==> src/rtl/mem_lsu.sv <==
// MEM-stage load/store unit: drives a req/gnt/rvalid data bus, aligns store lanes, extends load data.
// Optional macro LSU_TIMEOUT_EN adds a REQ/WAIT watchdog that raises bus_err_o.
module mem_lsu #(
  parameter int unsigned TIMEOUT_CYCLES = 16
) (
  input  logic        clk,
  input  logic        rst,
  input  logic [31:0] inst_i,
  input  logic [31:0] op1_add_op2_res_i,
  input  logic [1:0]  mem_raddr_index_i,
  input  logic [1:0]  mem_waddr_index_i,
  input  logic [31:0] reg2_rdata_i,
  input  logic [31:0] reg_wdata_i,
  input  logic        reg_we_i,
  input  logic [4:0]  reg_waddr_i,
  output logic        mem_req_o,
  output logic        mem_we_o,
  output logic [31:0] mem_addr_o,
  output logic [3:0]  mem_be_o,
  output logic [31:0] mem_wdata_o,
  input  logic        mem_gnt_i,
  input  logic        mem_rvalid_i,
  input  logic [31:0] mem_rdata_i,
  output logic [31:0] reg_wdata_o,
  output logic        reg_we_o,
  output logic [4:0]  reg_waddr_o,
  output logic        stall_o,
  output logic        misaligned_o,
  output logic        bus_err_o
);
  localparam logic [6:0] OP_LOAD  = 7'b0000011;
  localparam logic [6:0] OP_STORE = 7'b0100011;

  typedef enum logic [1:0] {IDLE, REQ, WAIT, DONE} state_t;
  state_t state, state_nxt;

  logic        is_load, is_store, is_mem, misal, go, busy, done_evt, tmo_fire;
  logic [2:0]  f3, f3_q;
  logic [1:0]  idx, idx_q;
  logic [3:0]  st_be;
  logic [31:0] st_wd, ld_ext, ld_data;
  logic [7:0]  ld_b;
  logic [15:0] ld_h;
  logic        unused_bits;

  assign unused_bits = ^{inst_i[31:15], inst_i[11:7], op1_add_op2_res_i[1:0]};

  assign f3       = inst_i[14:12];
  assign is_load  = inst_i[6:0] == OP_LOAD;
  assign is_store = inst_i[6:0] == OP_STORE;
  assign is_mem   = is_load | is_store;
  assign idx      = is_store ? mem_waddr_index_i : mem_raddr_index_i;
  assign misal    = (f3[1:0] == 2'b01 && idx[0]) || (f3[1] && idx != 2'b00);
  assign go       = (state == IDLE) && is_mem && !misal;
  assign busy     = (state == REQ) || (state == WAIT);
  assign done_evt = (state == REQ && mem_gnt_i) || (state == WAIT && mem_rvalid_i);

  always_comb begin
    st_be = 4'b1111;
    st_wd = 32'd0;
    if (is_store) begin
      st_wd = reg2_rdata_i;
      case (f3[1:0])
        2'b00: begin st_be = 4'b0001 << idx; st_wd = {4{reg2_rdata_i[7:0]}}; end
        2'b01: begin st_be = 4'b0011 << idx; st_wd = {2{reg2_rdata_i[15:0]}}; end
        default: ;
      endcase
    end
  end

  // Extension uses the offset/type captured at issue; EX/MEM inputs are only trusted for writeback.
  always_comb begin
    ld_b = mem_rdata_i[8*idx_q +: 8];
    ld_h = idx_q[1] ? mem_rdata_i[31:16] : mem_rdata_i[15:0];
    case (f3_q)
      3'b000:  ld_ext = {{24{ld_b[7]}}, ld_b};
      3'b001:  ld_ext = {{16{ld_h[15]}}, ld_h};
      3'b100:  ld_ext = {24'd0, ld_b};
      3'b101:  ld_ext = {16'd0, ld_h};
      default: ld_ext = mem_rdata_i;
    endcase
  end

  always_ff @(posedge clk or negedge rst) begin
    if (!rst) begin
      state       <= IDLE;
      mem_we_o    <= 1'b0;
      mem_addr_o  <= 32'd0;
      mem_be_o    <= 4'd0;
      mem_wdata_o <= 32'd0;
      ld_data     <= 32'd0;
      f3_q        <= 3'd0;
      idx_q       <= 2'd0;
    end else begin
      state <= state_nxt;
      if (go) begin
        mem_we_o    <= is_store;
        mem_addr_o  <= {op1_add_op2_res_i[31:2], 2'b00};
        mem_be_o    <= st_be;
        mem_wdata_o <= st_wd;
        f3_q        <= f3;
        idx_q       <= idx;
      end
      if (state == WAIT && mem_rvalid_i) ld_data <= ld_ext;
    end
  end

`ifdef LSU_TIMEOUT_EN
  localparam int unsigned CW = $clog2(TIMEOUT_CYCLES + 1);
  logic [CW-1:0] tmo_cnt;

  assign tmo_fire = busy && !done_evt && (tmo_cnt == CW'(TIMEOUT_CYCLES - 1));

  always_ff @(posedge clk or negedge rst) begin
    if (!rst) begin
      tmo_cnt   <= '0;
      bus_err_o <= 1'b0;
    end else begin
      bus_err_o <= tmo_fire;
      if (go)        tmo_cnt <= '0;
      else if (busy) tmo_cnt <= tmo_cnt + CW'(1);
    end
  end
`else
  localparam int unsigned unused_tmo = TIMEOUT_CYCLES;
  assign tmo_fire  = 1'b0;
  assign bus_err_o = 1'b0;
`endif

  always_comb begin
    state_nxt = state;
    case (state)
      IDLE: if (go) state_nxt = REQ;
      REQ:  if (mem_gnt_i) state_nxt = mem_we_o ? DONE : WAIT;
            else if (tmo_fire) state_nxt = DONE;
      WAIT: if (mem_rvalid_i || tmo_fire) state_nxt = DONE;
      DONE: state_nxt = IDLE;
      default: state_nxt = IDLE;
    endcase
  end

  // Stall/misaligned are qualified by reset so a held memory op can't assert them during reset.
  assign mem_req_o    = state == REQ;
  assign stall_o      = rst && (go || busy);
  assign misaligned_o = rst && (state == IDLE) && is_mem && misal;

  always_comb begin
    reg_wdata_o = reg_wdata_i;
    reg_we_o    = reg_we_i;
    reg_waddr_o = reg_waddr_i;
    case (state)
      IDLE: if (is_mem) reg_we_o = 1'b0;
      DONE: begin
        if (!mem_we_o && !bus_err_o) reg_wdata_o = ld_data;
        else                         reg_we_o    = 1'b0;
      end
      default: reg_we_o = 1'b0;
    endcase
  end
endmodule

==> config.mk <==
export PLATFORM = sky130hd
export DESIGN_NAME = mem_lsu
export DESIGN_NICKNAME = d
export VERILOG_FILES = /design/src/rtl/mem_lsu.sv
export SDC_FILE = /design/constraint.sdc
export NUM_CORES = 1
export LEC_CHECK = 0
export ABC_AREA = 1
export CAP_MARGIN = 20
export CORE_MARGIN = 5
export CORE_UTILIZATION = 41
export DETAILED_ROUTE_END_ITERATION = 7
export GPL_TIMING_DRIVEN = 0
export PLACE_DENSITY = 0.89
export SLEW_MARGIN = 20
export SYNTH_ARGS = -nofsm -noshare
export SYNTH_HDL_FRONTEND = slang
export SYNTH_SLANG_ARGS = --single-unit
export TNS_END_PERCENT = 5
==> constraint.sdc <==
create_clock -name clk -period 2.48 [get_ports clk]
set_clock_uncertainty 0.15 [all_clocks]
set_input_delay 0.372 -clock clk [delete_from_list [all_inputs] [get_ports clk]]
set_output_delay 0.372 -clock clk [all_outputs]
set_load 0.02 [all_outputs]
Word level (Yosys, flattened, before mapping):

Index checks and enable logic that the tools add are counted.

* shift-type cells: 3
* reductions and logical operators: 18
* multipliers: 0
* add/subtract/negate cells: 0
* magnitude comparators: 0
* bitwise logic cells: 1
* divide/modulo/power cells: 0
* equal/unequal tests: 12
* multiplexer cells: 17

Operators by type and width (count)
* 32-bit one-hot mux with 4 select lines: 1
* 32-bit two-way mux: 3
* 32-bit one-hot mux with 2 select lines: 1
* 32-bit by 6-bit indexed part select with 8-bit output: 1
* 16-bit two-way mux: 1
* 1-bit logical AND: 9
* 2-bit two-way mux: 4
* 2-bit one-hot mux with 4 select lines: 1
* 4-bit one-hot mux with 2 select lines: 1
* 7-bit by 2-bit equality test with 1-bit output (second input constant): 1
* 7-bit by 6-bit equality test with 1-bit output (second input constant): 1
* 3-bit equality test (second input constant): 2
* 2-bit by 1-bit equality test with 1-bit output (second input constant): 2
* 2-bit equality test (second input constant): 2
* 2-bit logical NOT: 2
* 4-bit two-way mux: 1
* 2-bit inequality test (second input constant): 2
* 1-bit by 2-bit << shifter with 4-bit output (first input constant): 1
* 2-bit by 2-bit << shifter with 4-bit output (first input constant): 1
* 3-bit by 1-bit equality test with 1-bit output (second input constant): 1
* 3-bit logical NOT: 1
* 1-bit logical OR: 3
* 1-bit two-way mux: 3
* 3-bit AND reduction: 1
* other kinds (5): 5

* logic and storage cells: 59
* register bits after elaboration: 106
* output and inout port bits: 111
* memory bits (read-only): 0
* memories kept: 0
* memory bits (writable): 0
* input port bits: 174
* bits in latches: 0

Logic depth before layout (Yosys ltp):

Gate-level depths: netlist (run 1).

* depth after elaboration: 9
* gate-level depth with buffers: 14
* gate-level depth less buffers: 13

Least setup slack after synthesis (run 1):

No wires, ideal clock.

* path type: in2out
* from: input port inst_i[2]
* to: output port stall_o
* cell stages on the path: 10
* path slack: 0.266 ns
* buffers on the path: 1
* arrival time: 1.692 ns
* cells stage by stage: inv_1 > nand2_1 > nor2_4 > nand3_1 > nand2_2 > nand2_4 > nand2_4 > nand2_2 > buf_6 > a21boi_0

* longest elaborated chain between the ends: 9
* elaborated cells between the ends (all ways): 13
* those cells by class: eq/ne: 2; mux: 1; bitwise: 1; reduce/logical: 9

RTL lines
* start, declared: RTL line 8 `input logic [31:0] inst_i,`
* 7-bit by 6-bit equality test with 1-bit output: RTL line 50 `assign is_store = inst_i[6:0] == OP_STORE;`
* 2-bit two-way mux: RTL line 52 `assign idx = is_store ? mem_waddr_index_i : mem_raddr_index_i;`
* 2-bit nonzero test: RTL line 53 `assign misal = (f3[1:0] == 2'b01 && idx[0]) || (f3[1] && idx != 2'b00);`
* 1-bit logical AND: RTL line 53
* 1-bit logical OR: RTL line 53
* 1-bit logical NOT: RTL line 54 `assign go = (state == IDLE) && is_mem && !misal;`
* 1-bit logical AND (*): RTL line 54
* 1-bit logical OR (*): RTL line 144 `assign stall_o = rst && (go || busy);`
* 1-bit logical AND (*): RTL line 144
* end, declared: RTL line 27 `output logic stall_o,`

Every way passes the cells marked *; elsewhere a longest branch is shown, timed or not.

Final worst setup path (run 1):

* from: input port inst_i[1]
* to: output port stall_o

Same word-level chain as after synthesis.

==> qor.txt, run 1 <==
STATUS
--------------------------------------------------------------------------------------------------------
Run status                                                                                  finished clean

SYNTHESIS
--------------------------------------------------------------------------------------------------------
Most numerous cell types in the synthesized netlist                                         287 x sky130_fd_sc_hd__nand2_1, 106 x sky130_fd_sc_hd__dfrtp_1, 65 x sky130_fd_sc_hd__nor2_1, 60 x sky130_fd_sc_hd__inv_1, 60 x sky130_fd_sc_hd__o21ai_0
Warnings from Yosys                                                                                    0
Portion of the post-synthesis area used by sequential elements                                     47.1%
Share of Yosys cell area claimed by the top area cell type                                         47.1%
Post-Synth Simple-Gate Area                                                                        26.1%
Mux cell area share after synthesis                                                                1.42%
Top FF cell, synth                                                                          sky130_fd_sc_hd__dfrtp_1
Main combinational cell family by area after synthesis                                      simple AND/OR/NAND/NOR gates
Post-synthesis adder-cell area fraction                                                            1.11%
Share of the synthesized area in compound gates (AO/OA/AOI/OAI)                                    15.5%
Xor and xnor area share after synthesis                                                               0%
Register bit total from synthesis                                                                    106
Mean post-synth cell area                                                                       7.39 µm²
Unique cell type count in the Yosys netlist                                                           35
Syn Inst Count                                                                                       762
Post-synth EDFFs                                                                                       0
Top cells by area in the synthesized netlist                                                sky130_fd_sc_hd__dfrtp_1 47%, sky130_fd_sc_hd__nand2_1 19%, sky130_fd_sc_hd__o21ai_0 5.3%, sky130_fd_sc_hd__a21oi_1 4.9%, sky130_fd_sc_hd__nor2_1 4.3%
Async S/R FF share, synth                                                                           100%
Cell Area, Synth                                                                                5630 µm²
Leading area contributor after synthesis                                                    sky130_fd_sc_hd__dfrtp_1
Dominant cell by count in the synthesized netlist                                           sky130_fd_sc_hd__nand2_1

LAYOUT
--------------------------------------------------------------------------------------------------------
Fraction of final layout cells sized beyond drive strength 1                                       10.1%
Syn-to-layout area delta                                                                           55.4%
Count of filler cells inserted in the layout                                                       1,155
Finished layout cell area                                                                       8750 µm²
Area occupied by registers                                                                      2650 µm²
NumNets Final                                                                                      1,215
Diodes inserted                                                                                        0
Total area of multi-input combinational cells                                                   2530 µm²

WORST SETUP PATH
--------------------------------------------------------------------------------------------------------
Setup crit end kind                                                                           output pin
Arrival time at the worst endpoint                                                               1.95 ns
Required time at the worst-slack endpoint                                                        1.96 ns
Critical Setup Path Class                                                                   input pin to output pin
Kind of start point of the critical path                                                       input pin
Critical path fanouts, max                                                                             5

TIMING
--------------------------------------------------------------------------------------------------------
Hold Vio Cnt, Final                                                                                    0
Minimum clock period                                                                             2.47 ns
Slew at the pin with the worst max-slew slack                                                   0.654 ns
Unrepaired setup endpoints after global routing                                                      yes
Tightest slew margin relative to the limit                                                         56.3%
Final number of setup-violating endpoints                                                              0
Fin. max-slew vios                                                                                     0
Maximum clock frequency                                                                          405 MHz
Worst Hold Margin                                                                               0.330 ns
Final period util                                                                                  99.6%

POWER
--------------------------------------------------------------------------------------------------------
Leakage power of the design                                                                      4.32 nW
Max IR drop VDD                                                                                 0.474 mV
Total power consumption of the routed design                                                   0.00618 W
Power per standard cell area                                                                  706 nW/µm²

DETAILED ROUTING
--------------------------------------------------------------------------------------------------------
Number of vias per cell after detailed routing                                                      5.02
Final routed wirelength across all metal layers                                                  20.6 mm
DR pass1 iterations                                                                                    6
DRC violations left                                                                                    0
Average detailed-routed wire length per instance                                                 16.9 µm
Via count                                                                                          6,110
Post-detailed-route count of antenna-violating nets                                                    0
Starting DRC count in detailed routing                                                               448

WORST HOLD PATH
--------------------------------------------------------------------------------------------------------
Class of the tightest hold or removal check                                                 register to register

FLOW RUN
--------------------------------------------------------------------------------------------------------
Max-cap viol count                                                                                     0

CLOCKING
--------------------------------------------------------------------------------------------------------
CTS H-tree depth                                                                                       3
Clock tree from TritonCTS                                                                            yes
Clk Tree Root Cell                                                                          sky130_fd_sc_hd__clkbuf_16
Post-CTS clock slew at the launch and capture registers of the worst setup and hold paths        0.07 ns
Sink count of the clock tree                                                                         106
Largest buffer count on any clock path                                                                 2
Clock insertion delay at the later pin of the skew report                                        0.36 ns
Total CTS buffers                                                                                      9

PLACED DESIGN
--------------------------------------------------------------------------------------------------------
Input/output buffers                                                                                 251
Placed standard-cell area                                                                       8400 µm²
Post-detail-place hpwl                                                                           15.8 mm
Global placement routability congestion                                                             1.00

FLOORPLAN
--------------------------------------------------------------------------------------------------------
Number of rows in the core area                                                                       42
Initial core utilization                                                                           42.2%
Boundary pin count                                                                                   285
Area of the core                                                                              13,300 µm²
DIE HEIGHT                                                                                        127 µm
Horizontal extent of the die                                                                      127 µm
Die ar.                                                                                       16,200 µm²

GLOBAL ROUTING
--------------------------------------------------------------------------------------------------------
First-pass GRT wire length                                                                       31.7 mm
Via count of the first global-routing pass                                                         6,210
Initial antenna violation count                                                                        0
Global Route Usage Sum                                                                             25.0%
Pin count of the biggest net entering global routing                                                  60
Grt total ovfl                                                                                         0

[layer usage]
metal | track usage [%] | wire length (µm) | up-vias
met2 | 43.1 | 10100 | 307
met3 | 8.47 | 2220 | 33
met1 | 28.9 | 7800 | 2812
li1 | - | - | 2958
met4 | 9.21 | 463 | 0
met5 | 0 | 0 | -
[registers in the layout (all words and copies together), names as in the netlist]
signal and count:
mem_be_o 4, mem_wdata_o 32, idx_q 2, ld_data 32, f3_q 3, mem_we_o 1, mem_addr_o 30, state 2
[final timing paths]
check / startpoint / to / slack (ns) / cells after the start
setup reg to reg: idx_q[0]$_DFFE_PN0P_ / ld_data[20]$_DFFE_PN0P_ / 0.33 / 10
setup / recovery: inst_i[1] / stall_o / 0.009 / 11
hold reg to reg: mem_addr_o[6]$_DFFE_PN0P_ / mem_addr_o[6]$_DFFE_PN0P_ / 0.33 / 2
max in group asynchronous: rst / ld_data[10]$_DFFE_PN0P_ / 1.48 / 3
hold / removal: mem_addr_o[6]$_DFFE_PN0P_ / mem_addr_o[6]$_DFFE_PN0P_ / 0.33 / 2
min in group asynchronous: rst / mem_addr_o[19]$_DFFE_PN0P_ / 0.41 / 3
[cell type report]
type / count / area share, %
multi-input cells: 550 / 29.0
plain buffers: 45 / 3.19
well taps: 176 / 2.52
inverters: 63 / 2.73
flip-flops and latches: 106 / 30.3
repair buffers: 261 / 29.0
clock inverters: 5 / 0.515
clock buffers: 11 / 2.77
[through the flow]
step,utilization (%),TNS (ns),instances,setup slack [ns]
floorplan,-,0,764,0.266
global placement,62.7,-365.52,1191,-3.53
detailed placement,62.9,-7.78,1192,-0.607
CTS,65.3,-0.123,1210,-0.123
global route,65.5,-0.503,1217,-0.0804
finish,65.5,0,1217,0.00873
[critical path, stage by stage]
cell and delay, ns:
sky130_fd_sc_hd__clkdlybuf4s50_1 0.47, sky130_fd_sc_hd__nand2_2 0.07, sky130_fd_sc_hd__nor2_4 0.17, sky130_fd_sc_hd__nand3b_1 0.14, sky130_fd_sc_hd__nand2_4 0.12, sky130_fd_sc_hd__nand2_4 0.07, sky130_fd_sc_hd__nand2_4 0.08, sky130_fd_sc_hd__nand2_2 0.06
sky130_fd_sc_hd__buf_8 0.13, sky130_fd_sc_hd__a21boi_2 0.14, sky130_fd_sc_hd__buf_6 0.13
[where the power goes]
| group | switching [W] | internal, W | leakage, nW |
|---|---|---|---|
| registers | 0.000222 | 0.00214 | 1.38 |
| clock network | 0.000701 | 0.000727 | 0.139 |
| logic | 0.00138 | 0.00101 | 2.80 |
[layout by cell type (no fill, tap or decap), types with 3 or more instances in the layout]
cell type                         Yosys  routed
sky130_fd_sc_hd__a21oi_1             55      55
sky130_fd_sc_hd__clkdlybuf4s50_1      0     214
sky130_fd_sc_hd__buf_2                9      10
sky130_fd_sc_hd__buf_4               15      23
sky130_fd_sc_hd__nor2_1              65      64
sky130_fd_sc_hd__clkdlybuf4s15_1      0       9
sky130_fd_sc_hd__buf_6                2       3
sky130_fd_sc_hd__o21ai_1             23      23
sky130_fd_sc_hd__clkbuf_1            17      12
sky130_fd_sc_hd__ha_1                 5       5
sky130_fd_sc_hd__o21bai_1             8       8
sky130_fd_sc_hd__o21ai_0             60      60
sky130_fd_sc_hd__nand2_2              6       7
sky130_fd_sc_hd__nor2_4               2       3
sky130_fd_sc_hd__mux2i_1              8       8
sky130_fd_sc_hd__clkbuf_4             0       5
sky130_fd_sc_hd__clkdlybuf4s15_2      0       3
sky130_fd_sc_hd__nand3_1              5       3
sky130_fd_sc_hd__nand2_1            287     284
sky130_fd_sc_hd__dfrtp_1            106     106
sky130_fd_sc_hd__clkbuf_2             1      20
sky130_fd_sc_hd__clkbuf_16            0       9
sky130_fd_sc_hd__o22ai_1              7       7
sky130_fd_sc_hd__nand2_4              2       4
sky130_fd_sc_hd__inv_1               60      60
sky130_fd_sc_hd__conb_1               1       3
[logic make-up (layout without fill, tap and decap cells)]
logic type / Yosys count / after routing
other cells: 1 / 3
mux: 8 / 8
flops: 106 / 106
buf+inv: 108 / 385
compound gates: 162 / 162
simple gates: 372 / 372
fa+ha+maj: 5 / 5
[repair_timing]
| item | CTS | global route |
|---|---|---|
| setup endpoints to repair | 35 | 34 |
| gates resized for setup | 68 | 58 |
| cloned | 0 | 0 |
| hold buffers | 2 | 0 |
| pin swaps | 3 | 6 |
| endpoints found under the hold margin | 49 | 0 |
| setup buffers | 0 | 7 |
Note: power is estimated with default switching activity, not from simulation.
==> inputs of run 2 (changes only) <==
--- a/config.mk
+++ b/config.mk
@@ -7,6 +7,7 @@
 export LEC_CHECK = 0
 export ABC_AREA = 1
 export CAP_MARGIN = 20
+export CORE_ASPECT_RATIO = 0.9
 export CORE_MARGIN = 5
 export CORE_UTILIZATION = 41
 export DETAILED_ROUTE_END_ITERATION = 7
==> qor.txt, run 2 (synthesis results as in run 1) <==
STATUS
--------------------------------------------------------------------------------------------------------
Run status                                                                                  finished with violations
Failing checks                                                                              negative setup slack

GLOBAL ROUTING
--------------------------------------------------------------------------------------------------------
Initial antenna violation count                                                                        1
First-pass GRT wire length                                                                       31.6 mm
Pin count of the biggest net entering global routing                                                  80
Via count of the first global-routing pass                                                         6,086
Grt total ovfl                                                                                         0
Global Route Usage Sum                                                                             24.8%

LAYOUT
--------------------------------------------------------------------------------------------------------
Count of filler cells inserted in the layout                                                       1,154
Final Util                                                                                         65.5%
Area occupied by registers                                                                      2650 µm²
Fraction of final layout cells sized beyond drive strength 1                                       9.62%
Top Registers                                                                               ld_data x32, mem_wdata_o x32, mem_addr_o x30
Most common cell after layout, fill and taps aside                                          sky130_fd_sc_hd__nand2_1
Syn-to-layout area delta                                                                           56.1%
Total area of multi-input combinational cells                                                   2570 µm²
Most used cells in the layout excluding fill and tap cells                                  283 x sky130_fd_sc_hd__nand2_1, 214 x sky130_fd_sc_hd__clkdlybuf4s50_1, 105 x sky130_fd_sc_hd__dfrtp_1
Diodes inserted                                                                                        0
NumNets Final                                                                                      1,214

FLOORPLAN
--------------------------------------------------------------------------------------------------------
Horizontal extent of the die                                                                      134 µm
DIE HEIGHT                                                                                        121 µm
Boundary pin count                                                                                   285
Initial core utilization                                                                           42.0%
Die ar.                                                                                       16,200 µm²
Area of the core                                                                              13,400 µm²
Number of rows in the core area                                                                       40

TIMING
--------------------------------------------------------------------------------------------------------
Tightest slew margin relative to the limit                                                         54.4%
Slew at the pin with the worst max-slew slack                                                   0.684 ns
Hold Vio Cnt, Final                                                                                    0
Unrepaired setup endpoints after global routing                                                      yes
Final period util                                                                                   100%
Fin. max-slew vios                                                                                     0
Maximum clock frequency                                                                          401 MHz
Final number of setup-violating endpoints                                                              1
Minimum clock period                                                                             2.49 ns
Final setup slack of the worst path                                                           -0.0111 ns
Worst Hold Margin                                                                               0.236 ns

DETAILED ROUTING
--------------------------------------------------------------------------------------------------------
Average detailed-routed wire length per instance                                                 17.1 µm
Post-detailed-route count of antenna-violating nets                                                    0
Via count                                                                                          6,138
Starting DRC count in detailed routing                                                               376
DR pass1 iterations                                                                                    5
DRC violations left                                                                                    0
Final routed wirelength across all metal layers                                                  20.6 mm
Number of vias per cell after detailed routing                                                      5.08

PLACED DESIGN
--------------------------------------------------------------------------------------------------------
Worst setup timing slack at the placement stage                                                -0.617 ns
Input/output buffers                                                                                 251
Global placement routability congestion                                                            0.893
Post-detail-place hpwl                                                                           15.6 mm

CLOCKING
--------------------------------------------------------------------------------------------------------
Post-CTS clock slew at the launch and capture registers of the worst setup and hold paths        0.07 ns
CTS H-tree depth                                                                                       3
Clk Tree Root Cell                                                                          sky130_fd_sc_hd__clkbuf_16
Clock insertion delay at the later pin of the skew report                                        0.35 ns
Sink count of the clock tree                                                                         106
Total CTS buffers                                                                                      9
Largest buffer count on any clock path                                                                 2
Clock tree from TritonCTS                                                                            yes

FLOW RUN
--------------------------------------------------------------------------------------------------------
Max-cap viol count                                                                                     0

WORST SETUP PATH
--------------------------------------------------------------------------------------------------------
Max stage delay cell, worst path                                                            sky130_fd_sc_hd__clkdlybuf4s50_1
Critical Setup Path Class                                                                   input pin to output pin
Worst stage delay on the critical path                                                           0.42 ns
Flop-to-flop setup slack                                                                         0.32 ns
Arrival time at the worst endpoint                                                               1.97 ns
Required time at the worst-slack endpoint                                                        1.96 ns
Critical path fanouts, max                                                                             5
Crit-path cells                                                                             clkdlybuf4s50_1, inv_1, nand2_2, nor2_4, nand3b_1, nand2_4, nand2_4, nand2_4, nand2_4, buf_8, a21boi_2, buf_6
Kind of start point of the critical path                                                       input pin
Most used cell along the critical path                                                      sky130_fd_sc_hd__nand2_4
Setup crit end kind                                                                           output pin

POWER
--------------------------------------------------------------------------------------------------------
Total power consumption of the routed design                                                   0.00624 W
Max IR drop VDD                                                                                 0.542 mV
Power per standard cell area                                                                  710 nW/µm²
Leakage power of the design                                                                      4.36 nW

WORST HOLD PATH
--------------------------------------------------------------------------------------------------------
Class of the tightest hold or removal check                                                 input pin to asynchronous set/reset pin

run 2: cell types whose count changed in the layout (fill, tap and decap cells not counted), sizes merged:
| cell | delta |
|---|---|
| dlygate4sd2 | +9 |
| clkdlybuf4s15 | -4 |
| dlygate4sd3 | -1 |
| dlymetal6s4s | +1 |
| buf | -4 |
| inv | +2 |
| clkinvlp | -1 |
| clkbuf | -3 |
run 2: metrics by stage:
stage,setup TNS (ns),cell area [µm²],instances
2_1_floorplan,0,5640,764
3_3_place_gp,-360.69,8360,1183
3_5_place_dp,-6.73,8390,1184
4_1_cts,-0.343,8710,1202
5_1_grt,-0.185,8790,1208
6_report,-0.0111,8790,1208
run 2: layout make-up:
cell class                 instances  share of cell area [%]
buffer                            45                    3.17
clock buffer                      10                    2.72
clock inverter                     6                   0.740
inverter                          63                    2.72
multi-input combinational        550                    29.2
sequential                       106                    30.2
tap                              168                    2.39
timing repair buffer             260                    28.9
run 2: power by group:
| part | internal [W] | total [W] | switching (W) |
|---|---|---|---|
| Sequential | 0.00214 | 0.00237 | 0.000227 |
| Clock | 0.000744 | 0.00147 | 0.000725 |
| Combinational | 0.00101 | 0.00240 | 0.00140 |
| Total | 0.00389 | 0.00624 | 0.00235 |
run 2: routing by layer:
layer / vias to the layer above / routed length [µm] / global-route usage (%)
met4: 2 / 562 / 7.97
met3: 44 / 2230 / 9.87
met5: - / 13 / 0
met1: 2822 / 8010 / 29.0
met2: 326 / 9810 / 42.0
li1: 2944 / - / -
run 2: path summary, 6_finish.rpt:
kind                                            startpoint                           to  cells past startpoint
worst max-delay path                             inst_i[2]                      stall_o                     12
worst min-delay path                                   rst      ld_data[29]$_DFFE_PN0P_                      3
worst max register to register        idx_q[0]$_DFFE_PN0P_      ld_data[29]$_DFFE_PN0P_                     10
worst min register to register  mem_addr_o[17]$_DFFE_PN0P_   mem_addr_o[17]$_DFFE_PN0P_                      2
max in group asynchronous                              rst      ld_data[17]$_DFFE_PN0P_                      3
min in group clk                                inst_i[13]  mem_wdata_o[16]$_DFFE_PN0P_                      3
run 2: what timing repair did:
action / 4_1_cts / 5_1_grt
resized for setup: 57 / 59
pin swaps: 0 / 11
gates cloned: 0 / 1
hold endpoints to repair: 28 / 0
hold buffers: 2 / 0
endpoints found under the setup margin: 35 / 30
buffers inserted: 0 / 5
run 2: critical path, delay by kind of cell:
family          cells  cell delay (ns)
simple gates        7             0.70
compound gates      1             0.14
buf+inv             4             0.75
==> inputs of run 3 (changes only) <==
--- a/config.mk
+++ b/config.mk
@@ -5,14 +5,13 @@
 export SDC_FILE = /design/constraint.sdc
 export NUM_CORES = 1
 export LEC_CHECK = 0
-export ABC_AREA = 1
 export CAP_MARGIN = 20
 export CORE_ASPECT_RATIO = 0.9
 export CORE_MARGIN = 5
-export CORE_UTILIZATION = 41
+export CORE_UTILIZATION = 40
 export DETAILED_ROUTE_END_ITERATION = 7
 export GPL_TIMING_DRIVEN = 0
-export PLACE_DENSITY = 0.89
+export PLACE_DENSITY = 0.88
 export SLEW_MARGIN = 20
 export SYNTH_ARGS = -nofsm -noshare
 export SYNTH_HDL_FRONTEND = slang
==> qor.txt, run 3 <==
PLACED DESIGN
--------------------------------------------------------------------------------------------------------
Global placement routability congestion                                                            0.865
Worst setup timing slack at the placement stage                                                -0.749 ns
Post-detail-place hpwl                                                                           15.1 mm
Input/output buffers                                                                                 251

WORST HOLD PATH
--------------------------------------------------------------------------------------------------------
Class of the tightest hold or removal check                                                 input pin to asynchronous set/reset pin

POWER
--------------------------------------------------------------------------------------------------------
Leakage power of the design                                                                      3.95 nW
Total power consumption of the routed design                                                   0.00680 W
Max IR drop VDD                                                                                 0.503 mV
Power per standard cell area                                                                  793 nW/µm²

STATUS
--------------------------------------------------------------------------------------------------------
Run status                                                                                  finished with violations
Failing checks                                                                              negative hold slack, negative setup slack

DETAILED ROUTING
--------------------------------------------------------------------------------------------------------
Final routed wirelength across all metal layers                                                  20.1 mm
Average detailed-routed wire length per instance                                                 19.0 µm
Post-detailed-route count of antenna-violating nets                                                    0
DRC violations left                                                                                    0
Via count                                                                                          5,585
Number of vias per cell after detailed routing                                                      5.30
Starting DRC count in detailed routing                                                               378
DR pass1 iterations                                                                                    5

LAYOUT
--------------------------------------------------------------------------------------------------------
NumNets Final                                                                                      1,059
Most used cells in the layout excluding fill and tap cells                                  212 x sky130_fd_sc_hd__clkdlybuf4s50_1, 162 x sky130_fd_sc_hd__nand2_1, 106 x sky130_fd_sc_hd__dfrtp_1
Count of filler cells inserted in the layout                                                       1,112
Most common cell after layout, fill and taps aside                                          sky130_fd_sc_hd__clkdlybuf4s50_1
Syn-to-layout area delta                                                                           55.2%
Fraction of final layout cells sized beyond drive strength 1                                       15.3%
Top Registers                                                                               ld_data x32, mem_wdata_o x32, mem_addr_o x30
Area occupied by registers                                                                      2650 µm²
Total area of multi-input combinational cells                                                   2590 µm²

TIMING
--------------------------------------------------------------------------------------------------------
Worst Hold Margin                                                                              -0.107 ns
Slew at the pin with the worst max-slew slack                                                   0.689 ns
Final setup slack of the worst path                                                         -0.000410 ns
Final period util                                                                                   100%
Maximum clock frequency                                                                          403 MHz
Hold Vio Cnt, Final                                                                                   78
Tightest slew margin relative to the limit                                                         53.9%
Final number of setup-violating endpoints                                                              1
Fin. max-slew vios                                                                                     0
Unrepaired setup endpoints after global routing                                                      yes
Minimum clock period                                                                             2.48 ns

FLOORPLAN
--------------------------------------------------------------------------------------------------------
Number of rows in the core area                                                                       40
Area of the core                                                                              13,500 µm²
Horizontal extent of the die                                                                      134 µm
Die ar.                                                                                       16,300 µm²
DIE HEIGHT                                                                                        121 µm
Boundary pin count                                                                                   285
Initial core utilization                                                                           41.0%

SYNTHESIS
--------------------------------------------------------------------------------------------------------
Leading area contributor after synthesis                                                    sky130_fd_sc_hd__dfrtp_1
Top cells by area in the synthesized netlist                                                sky130_fd_sc_hd__dfrtp_1 48%, sky130_fd_sc_hd__nand2_1 11%, sky130_fd_sc_hd__mux2_2 8.6%, sky130_fd_sc_hd__mux2i_1 4.5%, sky130_fd_sc_hd__nand3_1 3.2%
Register bit total from synthesis                                                                    106
Async S/R FF share, synth                                                                           100%
Cell Area, Synth                                                                                5520 µm²
Mean post-synth cell area                                                                       9.08 µm²
Share of Yosys cell area claimed by the top area cell type                                         48.0%
Post-synth EDFFs                                                                                       0
Portion of the post-synthesis area used by sequential elements                                     48.0%
Unique cell type count in the Yosys netlist                                                           44
Warnings from Yosys                                                                                    0
Most numerous cell types in the synthesized netlist                                         162 x sky130_fd_sc_hd__nand2_1, 106 x sky130_fd_sc_hd__dfrtp_1, 42 x sky130_fd_sc_hd__mux2_2, 35 x sky130_fd_sc_hd__nand3_1, 35 x sky130_fd_sc_hd__o21ai_0
Syn Inst Count                                                                                       608
Dominant cell by count in the synthesized netlist                                           sky130_fd_sc_hd__nand2_1
Top FF cell, synth                                                                          sky130_fd_sc_hd__dfrtp_1

FLOW RUN
--------------------------------------------------------------------------------------------------------
Max-cap viol count                                                                                     0

WORST SETUP PATH
--------------------------------------------------------------------------------------------------------
Setup crit end kind                                                                           output pin
End of the worst register-to-register path                                                  ld_data[14]$_DFFE_PN0P_
Kind of start point of the critical path                                                       input pin
Flop-to-flop setup slack                                                                         0.40 ns
Critical Setup Path Class                                                                   input pin to output pin
Arrival time at the worst endpoint                                                               1.96 ns
Required time at the worst-slack endpoint                                                        1.96 ns
Beginning of the worst register-to-register path                                            state[0]$_DFFE_PN0P_
Reg2Reg Depth                                                                                          8
Critical path fanouts, max                                                                            10

CLOCKING
--------------------------------------------------------------------------------------------------------
Post-CTS clock slew at the launch and capture registers of the worst setup and hold paths        0.08 ns
Total CTS buffers                                                                                      9
Clock insertion delay at the later pin of the skew report                                        0.36 ns
Sink count of the clock tree                                                                         106
CTS hold repair buffers                                                                                3
Largest buffer count on any clock path                                                                 2
Clk Tree Root Cell                                                                          sky130_fd_sc_hd__clkbuf_16
CTS H-tree depth                                                                                       3
Clock tree from TritonCTS                                                                            yes

GLOBAL ROUTING
--------------------------------------------------------------------------------------------------------
Global Route Usage Sum                                                                             24.3%
Grt total ovfl                                                                                         0
Via count of the first global-routing pass                                                         5,589
Initial antenna violation count                                                                        1
First-pass GRT wire length                                                                       30.6 mm
Pin count of the biggest net entering global routing                                                  81

==> run 3: area by class of cell <==
type | count | area share, %
Timing Repair Buffer | 261 | 28.7
Clock inverter | 7 | 0.949
Inverter | 14 | 0.613
Tap cell | 168 | 2.45
Sequential cell | 106 | 31.0
Multi-Input combinational cell | 439 | 30.3
Antenna cell | 1 | 0.0292
Buffer | 49 | 3.40
Clock buffer | 9 | 2.63
==> run 3: cell families after synthesis <==
logic type	after synthesis	synth area share, %
compound gates	111	12.3
fa+ha+maj	5	1.13
buf+inv	65	5.48
flops	106	48.0
mux	69	13.7
other cells	1	0.0679
simple gates	251	19.3
==> run 3: metal layers <==
| metal | GRT usage [%] | up-vias | wire [µm] |
|---|---|---|---|
| li1 | - | 2606 | - |
| met1 | 28.7 | 2650 | 7840 |
| met2 | 40.2 | 293 | 9540 |
| met3 | 9.49 | 36 | 2240 |
| met4 | 8.80 | 0 | 464 |
| met5 | 0 | - | 0 |
==> run 3: worst max-delay path: stages <==
cell                              delay, ns
sky130_fd_sc_hd__clkdlybuf4s50_1       0.45
sky130_fd_sc_hd__and4bb_2              0.26
sky130_fd_sc_hd__and2_1                0.15
sky130_fd_sc_hd__buf_6                 0.13
sky130_fd_sc_hd__o211a_1               0.13
sky130_fd_sc_hd__buf_6                 0.15
sky130_fd_sc_hd__o21a_1                0.16
sky130_fd_sc_hd__buf_4                 0.15
==> run 3: worst max-delay path by stage <==
stage,start,end,slack (ns)
after floorplan,state[0]$_DFFE_PN0P_,reg_wdata_o[10],0.34
after global placement,rst,misaligned_o,-3.70
after detailed placement,inst_i[5],stall_o,-0.75
after CTS,state[0]$_DFFE_PN0P_,reg_wdata_o[26],-0.13
after global routing,mem_raddr_index_i[0],stall_o,-0.05
final,inst_i[3],stall_o,-0.0004
==> run 3: where the power goes <==
part           leakage [nW]  internal [W]  switching [W]  total [W]
clock                 0.153      0.000802       0.000703    0.00150
combinational          2.39       0.00137        0.00155    0.00293
sequential             1.40       0.00212       0.000246    0.00237
total                  3.95       0.00429        0.00250    0.00680
==> run 3: what timing repair did <==
item                       4_1_cts  5_1_grt
setup endpoints to repair       35       32
pin swaps                        3        1
hold endpoints to repair        28       78
setup buffers                    1        5
resized for setup               65       72
==> run 3: per-stage QoR <==
stage / area, µm² / std cells / setup TNS (ns) / utilization (%)
6_report: 8570 / 1054 / -0.000410 / 63.7
5_1_grt: 8570 / 1054 / -0.0477 / 63.7
4_1_cts: 8640 / 1048 / -2.97 / 64.2
3_5_place_dp: 8280 / 1030 / -20.66 / 61.5
3_3_place_gp: 8250 / 1029 / -370.32 / 61.3
2_1_floorplan: 5530 / 610 / 0 / -
